<file path="src/rtl/riscpipe_pkg.sv">
// Shared MEM->WB definitions: default widths, writeback payload
// layout and the all-control-zero bubble value.
package riscpipe_pkg;
  localparam int WB_DATA_W  = 16;
  localparam int WB_RDEST_W = 3;

  typedef struct packed {
    logic [WB_DATA_W-1:0]  result;
    logic [WB_RDEST_W-1:0] rdest;
    logic                  w_reg;
    logic                  stop;
    logic [WB_DATA_W-1:0]  pc;
    logic                  bpr;
  } wb_payload_t;

  localparam wb_payload_t WB_BUBBLE = '0;
endpackage

</file>
<file path="src/rtl/mem_wb_elastic_stage_reg.sv">
// Writeback payload register: load enable, clear, and bubble gating
// that zeroes control fields while leaving result/pc untouched.
module wb_payload_reg #(
  parameter int DW = 16,
  parameter int RW = 3
) (
  input  logic          clk,
  input  logic          reset,
  input  logic          clr,
  input  logic          load,
  input  logic          d_valid,
  input  logic [DW-1:0] d_result,
  input  logic [RW-1:0] d_rdest,
  input  logic          d_w_reg,
  input  logic          d_stop,
  input  logic [DW-1:0] d_pc,
  input  logic          d_bpr,
  output logic          q_valid,
  output logic [DW-1:0] q_result,
  output logic [RW-1:0] q_rdest,
  output logic          q_w_reg,
  output logic          q_stop,
  output logic [DW-1:0] q_pc,
  output logic          q_bpr
);
  logic          valid_q, valid_d;
  logic [DW-1:0] result_q, result_d;
  logic [RW-1:0] rdest_q, rdest_d;
  logic          w_reg_q, w_reg_d;
  logic          stop_q, stop_d;
  logic [DW-1:0] pc_q, pc_d;
  logic          bpr_q, bpr_d;

  always_comb begin
    valid_d  = valid_q;
    result_d = result_q;
    rdest_d  = rdest_q;
    w_reg_d  = w_reg_q;
    stop_d   = stop_q;
    pc_d     = pc_q;
    bpr_d    = bpr_q;
    if (clr || (load && !d_valid)) begin
      // Bubble: kill control only, data lines stay quiet
      valid_d = 1'b0;
      rdest_d = '0;
      w_reg_d = 1'b0;
      stop_d  = 1'b0;
      bpr_d   = 1'b0;
    end else if (load) begin
      valid_d  = 1'b1;
      result_d = d_result;
      rdest_d  = d_rdest;
      w_reg_d  = d_w_reg;
      stop_d   = d_stop;
      pc_d     = d_pc;
      bpr_d    = d_bpr;
    end
  end

  always_ff @(posedge clk or posedge reset) begin
    if (reset) begin
      valid_q  <= 1'b0;
      result_q <= '0;
      rdest_q  <= '0;
      w_reg_q  <= 1'b0;
      stop_q   <= 1'b0;
      pc_q     <= '0;
      bpr_q    <= 1'b0;
    end else begin
      valid_q  <= valid_d;
      result_q <= result_d;
      rdest_q  <= rdest_d;
      w_reg_q  <= w_reg_d;
      stop_q   <= stop_d;
      pc_q     <= pc_d;
      bpr_q    <= bpr_d;
    end
  end

  assign q_valid  = valid_q;
  assign q_result = result_q;
  assign q_rdest  = rdest_q;
  assign q_w_reg  = w_reg_q;
  assign q_stop   = stop_q;
  assign q_pc     = pc_q;
  assign q_bpr    = bpr_q;
endmodule

</file>
<file path="src/rtl/mem_wb_elastic_stage.sv">
// Elastic MEM->WB stage: head register plus optional skid entry,
// back-pressure stalls, flush and a forwarding tap.
module mem_wb_elastic_stage
  import riscpipe_pkg::*;
#(
  parameter int DATA_W  = WB_DATA_W,
  parameter int RDEST_W = WB_RDEST_W,
  parameter bit SKID    = 1'b1
) (
  input  logic               clk,
  input  logic               reset,
  input  logic               flush,
  input  logic               in_valid,
  output logic               in_ready,
  input  logic [DATA_W-1:0]  in_result,
  input  logic [RDEST_W-1:0] in_rdest,
  input  logic               in_w_reg,
  input  logic               in_stop,
  input  logic [DATA_W-1:0]  in_pc,
  input  logic               in_bpr,
  output logic               out_valid,
  input  logic               out_ready,
  output logic [DATA_W-1:0]  out_result,
  output logic [RDEST_W-1:0] out_rdest,
  output logic               out_w_reg,
  output logic               out_stop,
  output logic [DATA_W-1:0]  out_pc,
  output logic               out_bpr,
  output logic               fwd_valid,
  output logic [1:0]         occupancy
);
  logic               accept;
  logic               h_valid;
  logic               h_load;
  logic               s_valid;
  logic               m_valid;
  logic [DATA_W-1:0]  m_result;
  logic [RDEST_W-1:0] m_rdest;
  logic               m_w_reg;
  logic               m_stop;
  logic [DATA_W-1:0]  m_pc;
  logic               m_bpr;

  assign accept = in_valid & in_ready & ~flush;
  assign h_load = ~h_valid | out_ready;

  if (SKID) begin : g_skid
    logic               s_load;
    logic [DATA_W-1:0]  s_result;
    logic [RDEST_W-1:0] s_rdest;
    logic               s_w_reg;
    logic               s_stop;
    logic [DATA_W-1:0]  s_pc;
    logic               s_bpr;

    assign s_load = accept & h_valid & ~out_ready & ~s_valid;

    // S drains into H whenever H moves, else refills only on a stall
    wb_payload_reg #(.DW(DATA_W), .RW(RDEST_W)) u_s (
      .clk      (clk),
      .reset    (reset),
      .clr      (flush),
      .load     (s_load | h_load),
      .d_valid  (s_load),
      .d_result (in_result),
      .d_rdest  (in_rdest),
      .d_w_reg  (in_w_reg),
      .d_stop   (in_stop),
      .d_pc     (in_pc),
      .d_bpr    (in_bpr),
      .q_valid  (s_valid),
      .q_result (s_result),
      .q_rdest  (s_rdest),
      .q_w_reg  (s_w_reg),
      .q_stop   (s_stop),
      .q_pc     (s_pc),
      .q_bpr    (s_bpr)
    );

    assign in_ready = ~s_valid;
    assign m_valid  = s_valid | accept;
    assign m_result = s_valid ? s_result : in_result;
    assign m_rdest  = s_valid ? s_rdest  : in_rdest;
    assign m_w_reg  = s_valid ? s_w_reg  : in_w_reg;
    assign m_stop   = s_valid ? s_stop   : in_stop;
    assign m_pc     = s_valid ? s_pc     : in_pc;
    assign m_bpr    = s_valid ? s_bpr    : in_bpr;
  end else begin : g_noskid
    assign s_valid  = 1'b0;
    assign in_ready = h_load;
    assign m_valid  = accept;
    assign m_result = in_result;
    assign m_rdest  = in_rdest;
    assign m_w_reg  = in_w_reg;
    assign m_stop   = in_stop;
    assign m_pc     = in_pc;
    assign m_bpr    = in_bpr;
  end

  wb_payload_reg #(.DW(DATA_W), .RW(RDEST_W)) u_h (
    .clk      (clk),
    .reset    (reset),
    .clr      (flush),
    .load     (h_load),
    .d_valid  (m_valid),
    .d_result (m_result),
    .d_rdest  (m_rdest),
    .d_w_reg  (m_w_reg),
    .d_stop   (m_stop),
    .d_pc     (m_pc),
    .d_bpr    (m_bpr),
    .q_valid  (h_valid),
    .q_result (out_result),
    .q_rdest  (out_rdest),
    .q_w_reg  (out_w_reg),
    .q_stop   (out_stop),
    .q_pc     (out_pc),
    .q_bpr    (out_bpr)
  );

  assign out_valid = h_valid;
  assign fwd_valid = h_valid & out_w_reg;
  assign occupancy = {1'b0, h_valid} + {1'b0, s_valid};
endmodule

</file>
<file path="config.mk">
export PLATFORM = sky130hd
export DESIGN_NAME = mem_wb_elastic_stage
export DESIGN_NICKNAME = d
export VERILOG_FILES = /design/src/rtl/riscpipe_pkg.sv /design/src/rtl/mem_wb_elastic_stage_reg.sv /design/src/rtl/mem_wb_elastic_stage.sv
export SDC_FILE = /design/constraint.sdc
export NUM_CORES = 1
export LEC_CHECK = 0
export BUFFER_PORTS_ARGS = -buffer_cell sky130_fd_sc_hd__buf_2
export CELL_PAD_IN_SITES_DETAIL_PLACEMENT = 1
export CELL_PAD_IN_SITES_GLOBAL_PLACEMENT = 1
export CORE_UTILIZATION = 25
export DETAILED_ROUTE_END_ITERATION = 10
export GPL_TIMING_DRIVEN = 0
export MAX_ROUTING_LAYER = met4
export PLACE_DENSITY_LB_ADDON = 0.08
export SYNTH_ARGS = -nofsm -noshare
export SYNTH_HDL_FRONTEND = slang
export SYNTH_SLANG_ARGS = --single-unit
</file>
<file path="constraint.sdc">
create_clock -name clk -period 7.1 [get_ports clk]
set_clock_uncertainty 0.1 [all_clocks]
set_input_delay 1.42 -clock clk [delete_from_list [all_inputs] [get_ports clk]]
set_output_delay 1.42 -clock clk [all_outputs]
set_load 0.03 [all_outputs]
</file>
==> flow_metrics.env <==
export IMPL_utilization_pct=32.5
export IMPL_vdd_ir_drop_worst_mv=0.0987
export IMPL_intPower_mw=0.930
export IMPL_layout_drive_gt1_share_pct=63.1
export IMPL_postRouteAntennaNets=0
export IMPL_cts_hold_repair_buffers=0
export IMPL_design_core_area_um2=13800
export IMPL_grt_antenna_before_repair=0
export IMPL_cts_root_buf="sky130_fd_sc_hd__clkbuf_16"
export IMPL_power_per_cell_area_nw_per_um2=289
export IMPL_cp_startpoint="g_skid.u_s.q_valid"
export IMPL_detailed_place_area_um2=4210
export IMPL_power_share_combinational_pct=21.9
export IMPL_fmax_ghz=0.323
export IMPL_globalplace_congestion=0.658
export IMPL_clock_latency_ns=0.34
export IMPL_critPathMostFrequentCell="sky130_fd_sc_hd__buf_2"
export IMPL_overall_via_count_from_detail_route=2189
export IMPL_worst_pin_slew_ns=0.648
export IMPL_diodes=0
export IMPL_detail_route_first_pass_iterations=4
export IMPL_design_final_nets=372
export IMPL_floorplan_io_pins=86
export IMPL_cells_along_the_critical_path="clkbuf_1, buf_2, inv_1, buf_2"
export IMPL_placementRows=43
export IMPL_cts_path_max_buffers=2
export IMPL_post_route_worst_setup_slack_ns=4.00
export IMPL_worst_ep_arrival_time_ns=1.58
export IMPL_post_route_cell_area_um2=4500
export IMPL_fillers=1488
export IMPL_finalHoldViolations=0
export IMPL_holdCritStartpoint="u_h.q_stop"
export IMPL_grt_usage_pct=12.7
export IMPL_synth_sequential_area_ratio_pct=55.2
export IMPL_run_status="complete, no violations"
export IMPL_holdWs_ns=0.378
export IMPL_r2r_start="g_skid.u_s.q_valid"
export IMPL_critPathRequiredTime_ns=5.58
export IMPL_yosys_warnings=0
export IMPL_clk_pin_slew_worst_paths_ns=0.06
export IMPL_synth_unique_cells=23
export IMPL_place_detailed_hpwl_um=5330
export IMPL_swShare_pct=28.5
export IMPL_worstSetupEndpointType="primary output"
export IMPL_detail_route_drc_violations=0
export IMPL_kind_of_start_point_of_the_critical_path="flip-flop"
export IMPL_detailedPlace_worstSlack_ns=4.14
export IMPL_drt_wl_total_um=8000
export IMPL_number_of_global_route_vias_before_repair=2432
export IMPL_switching_power_mw=0.370
export IMPL_post_synth_top_area_cell="sky130_fd_sc_hd__dfrtp_1"
export IMPL_final_count_of_pins_violating_max_slew=0
export IMPL_floorplan_die_area_um2=14600
export IMPL_proportion_of_power_drawn_by_flip_flops_and_latches_pct=43.8
export IMPL_numClockSinks=78
export IMPL_slowest_delay_ns=0.36
export IMPL_mappedNetlistNets=275
export IMPL_setup_worst_path_class="flip-flop to primary output"
export IMPL_synth_largest_type_area_fraction_pct=55.2
export IMPL_critical_path_peak_fanout=10
export IMPL_port_buffers=85
export IMPL_chipWidth_um=121
export IMPL_finalSetupViolCount=0
export IMPL_ys_top_cells_by_area="sky130_fd_sc_hd__dfrtp_1, sky130_fd_sc_hd__mux2_2, sky130_fd_sc_hd__mux2_4, sky130_fd_sc_hd__mux2i_1, sky130_fd_sc_hd__nor2_1"
export IMPL_syn2layout_area_growth_pct=27.4
export IMPL_synthCells=231
export IMPL_chipHeight_um=121
export IMPL_post_route_period_util_pct=43.6
export IMPL_post_drt_wl_per_cell_um=15.6
export IMPL_grt_first_pass_wirelength_um=13400
export IMPL_period_needed_ns=3.10
export IMPL_grt_overflow_total=0
export IMPL_hold_path_class="flip-flop to flip-flop"
export IMPL_cts_post_setup_buffers_inserted=0
export IMPL_leakage_power_figure_nw=2.17
export IMPL_synth_seq_cells=78
export IMPL_slew_headroom_pct=56.8
export IMPL_rsz0062_at_grt="false"
export IMPL_cts_tree="built"
export IMPL_synth_avg_cell_area_um2=15.3
export IMPL_crit_path_top_delay_cell="sky130_fd_sc_hd__dfrtp_1"
export IMPL_post_synth_instance_area_um2=3530
export IMPL_route_detailed_vias_per_inst=4.27
export IMPL_cts_resized_gates=0
export IMPL_largest_net_degree_at_the_start_of_global_routing=41
export IMPL_cts_htree_levels=3
export IMPL_tns_ns=0
export IMPL_power_frac_clock_pct=34.3
export IMPL_initial_utilization_pct=25.6
export IMPL_cts_made_buffers=9
export IMPL_drv_cap=0
export IMPL_initialDrtViolationCount=37
worst paths after layout:
kind                            cells after the start  slack (ns)                 endpoint
worst min register to register                      2        0.38               u_h.q_stop
worst max-delay path                                4        4.00                 in_ready
min in group asynchronous                           2        1.04              u_h.q_pc[4]
max in group asynchronous                           3        5.27  g_skid.u_s.q_result[15]
worst max register to register                      4        5.04             u_h.q_pc[10]
worst min-delay path                                2        0.38               u_h.q_stop
routing by layer:
| metal | part of all wire, % | global-route usage, % |
|---|---|---|
| met3 | 5.7 | 3.24 |
| met1 | 47 | 16.3 |
| met4 | 2.4 | 6.71 |
| met5 | 0 | - |
| met2 | 45 | 18.5 |
synthesized netlist by cell type:
| cell type | count |
|---|---|
| sky130_fd_sc_hd__nor2b_1 | 2 |
| sky130_fd_sc_hd__buf_1 | 1 |
| sky130_fd_sc_hd__buf_4 | 1 |
| sky130_fd_sc_hd__and2_1 | 1 |
| sky130_fd_sc_hd__nor2_1 | 9 |
| sky130_fd_sc_hd__nand2_4 | 1 |
| sky130_fd_sc_hd__nor3b_4 | 1 |
| sky130_fd_sc_hd__dfrtp_1 | 78 |
| sky130_fd_sc_hd__buf_2 | 6 |
| sky130_fd_sc_hd__mux2i_1 | 12 |
| sky130_fd_sc_hd__mux2_1 | 2 |
| sky130_fd_sc_hd__mux2_2 | 64 |
| sky130_fd_sc_hd__inv_1 | 2 |
| sky130_fd_sc_hd__or3_1 | 1 |
| sky130_fd_sc_hd__mux2_4 | 30 |
| sky130_fd_sc_hd__ha_1 | 1 |
| sky130_fd_sc_hd__clkbuf_1 | 1 |
| sky130_fd_sc_hd__nand2b_1 | 1 |
| sky130_fd_sc_hd__nor3_1 | 1 |
| sky130_fd_sc_hd__nand2_1 | 6 |
| sky130_fd_sc_hd__buf_6 | 3 |
| sky130_fd_sc_hd__nor3_4 | 1 |
| sky130_fd_sc_hd__o21ai_0 | 6 |
power groups by stage:
| stage | clock network, mW | registers [mW] | logic, mW |
|---|---|---|---|
| after floorplan | 0 | 0.643 | 0.136 |
| after global placement | 0 | 0.575 | 0.284 |
| after detailed placement | 0 | 0.576 | 0.291 |
| after CTS | 0.467 | 0.571 | 0.291 |
| after global routing | 0.479 | 0.582 | 0.309 |
| final | 0.446 | 0.570 | 0.285 |
logic make-up after synthesis:
logic type	share of synthesized area, %
AOI/OAI and AO/OA	0.850
adders and majority gates	0.354
buffers and inverters	2.44
DFF	55.2
muxes	37.2
and+or+nand+nor	3.93
cell type report:
| type | instances | area (um2) | share of cell area, % |
|---|---|---|---|
| plain buffers | 12 | 78.8 | 1.75 |
| inverters | 2 | 10.0 | 0.222 |
| multi-input cells | 139 | 1500 | 33.2 |
| repair buffers | 86 | 453 | 10.1 |
| clock buffers | 12 | 267 | 5.92 |
| well taps | 180 | 225 | 5.00 |
| flip-flops and latches | 78 | 1950 | 43.4 |
| clock inverters | 4 | 20.0 | 0.445 |
cell usage in the layout (no fill, tap or decap), drive strengths merged:
cell type,Yosys,final
and2,1,1
buf,11,97
clkbuf,1,13
clkinv,0,4
dfrtp,78,78
ha,1,1
inv,2,2
mux2,96,96
mux2i,12,12
nand2,7,7
nand2b,1,1
nor2,9,9
nor2b,2,2
nor3,2,2
nor3b,1,1
o21ai,6,6
or3,1,1
critical path, delay by kind of cell, from the launching register on:
family,cells,cell delay [ns]
DFF,1,0.36
buffers and inverters,4,0.88
per-stage QoR:
step           cells  power, mW
3_5_place_dp     497      0.866
3_3_place_gp     496      0.859
4_1_cts          513       1.33
6_report         513       1.30
2_1_floorplan    231      0.780
5_1_grt          513       1.37
Power figures use the tool's default switching activity.
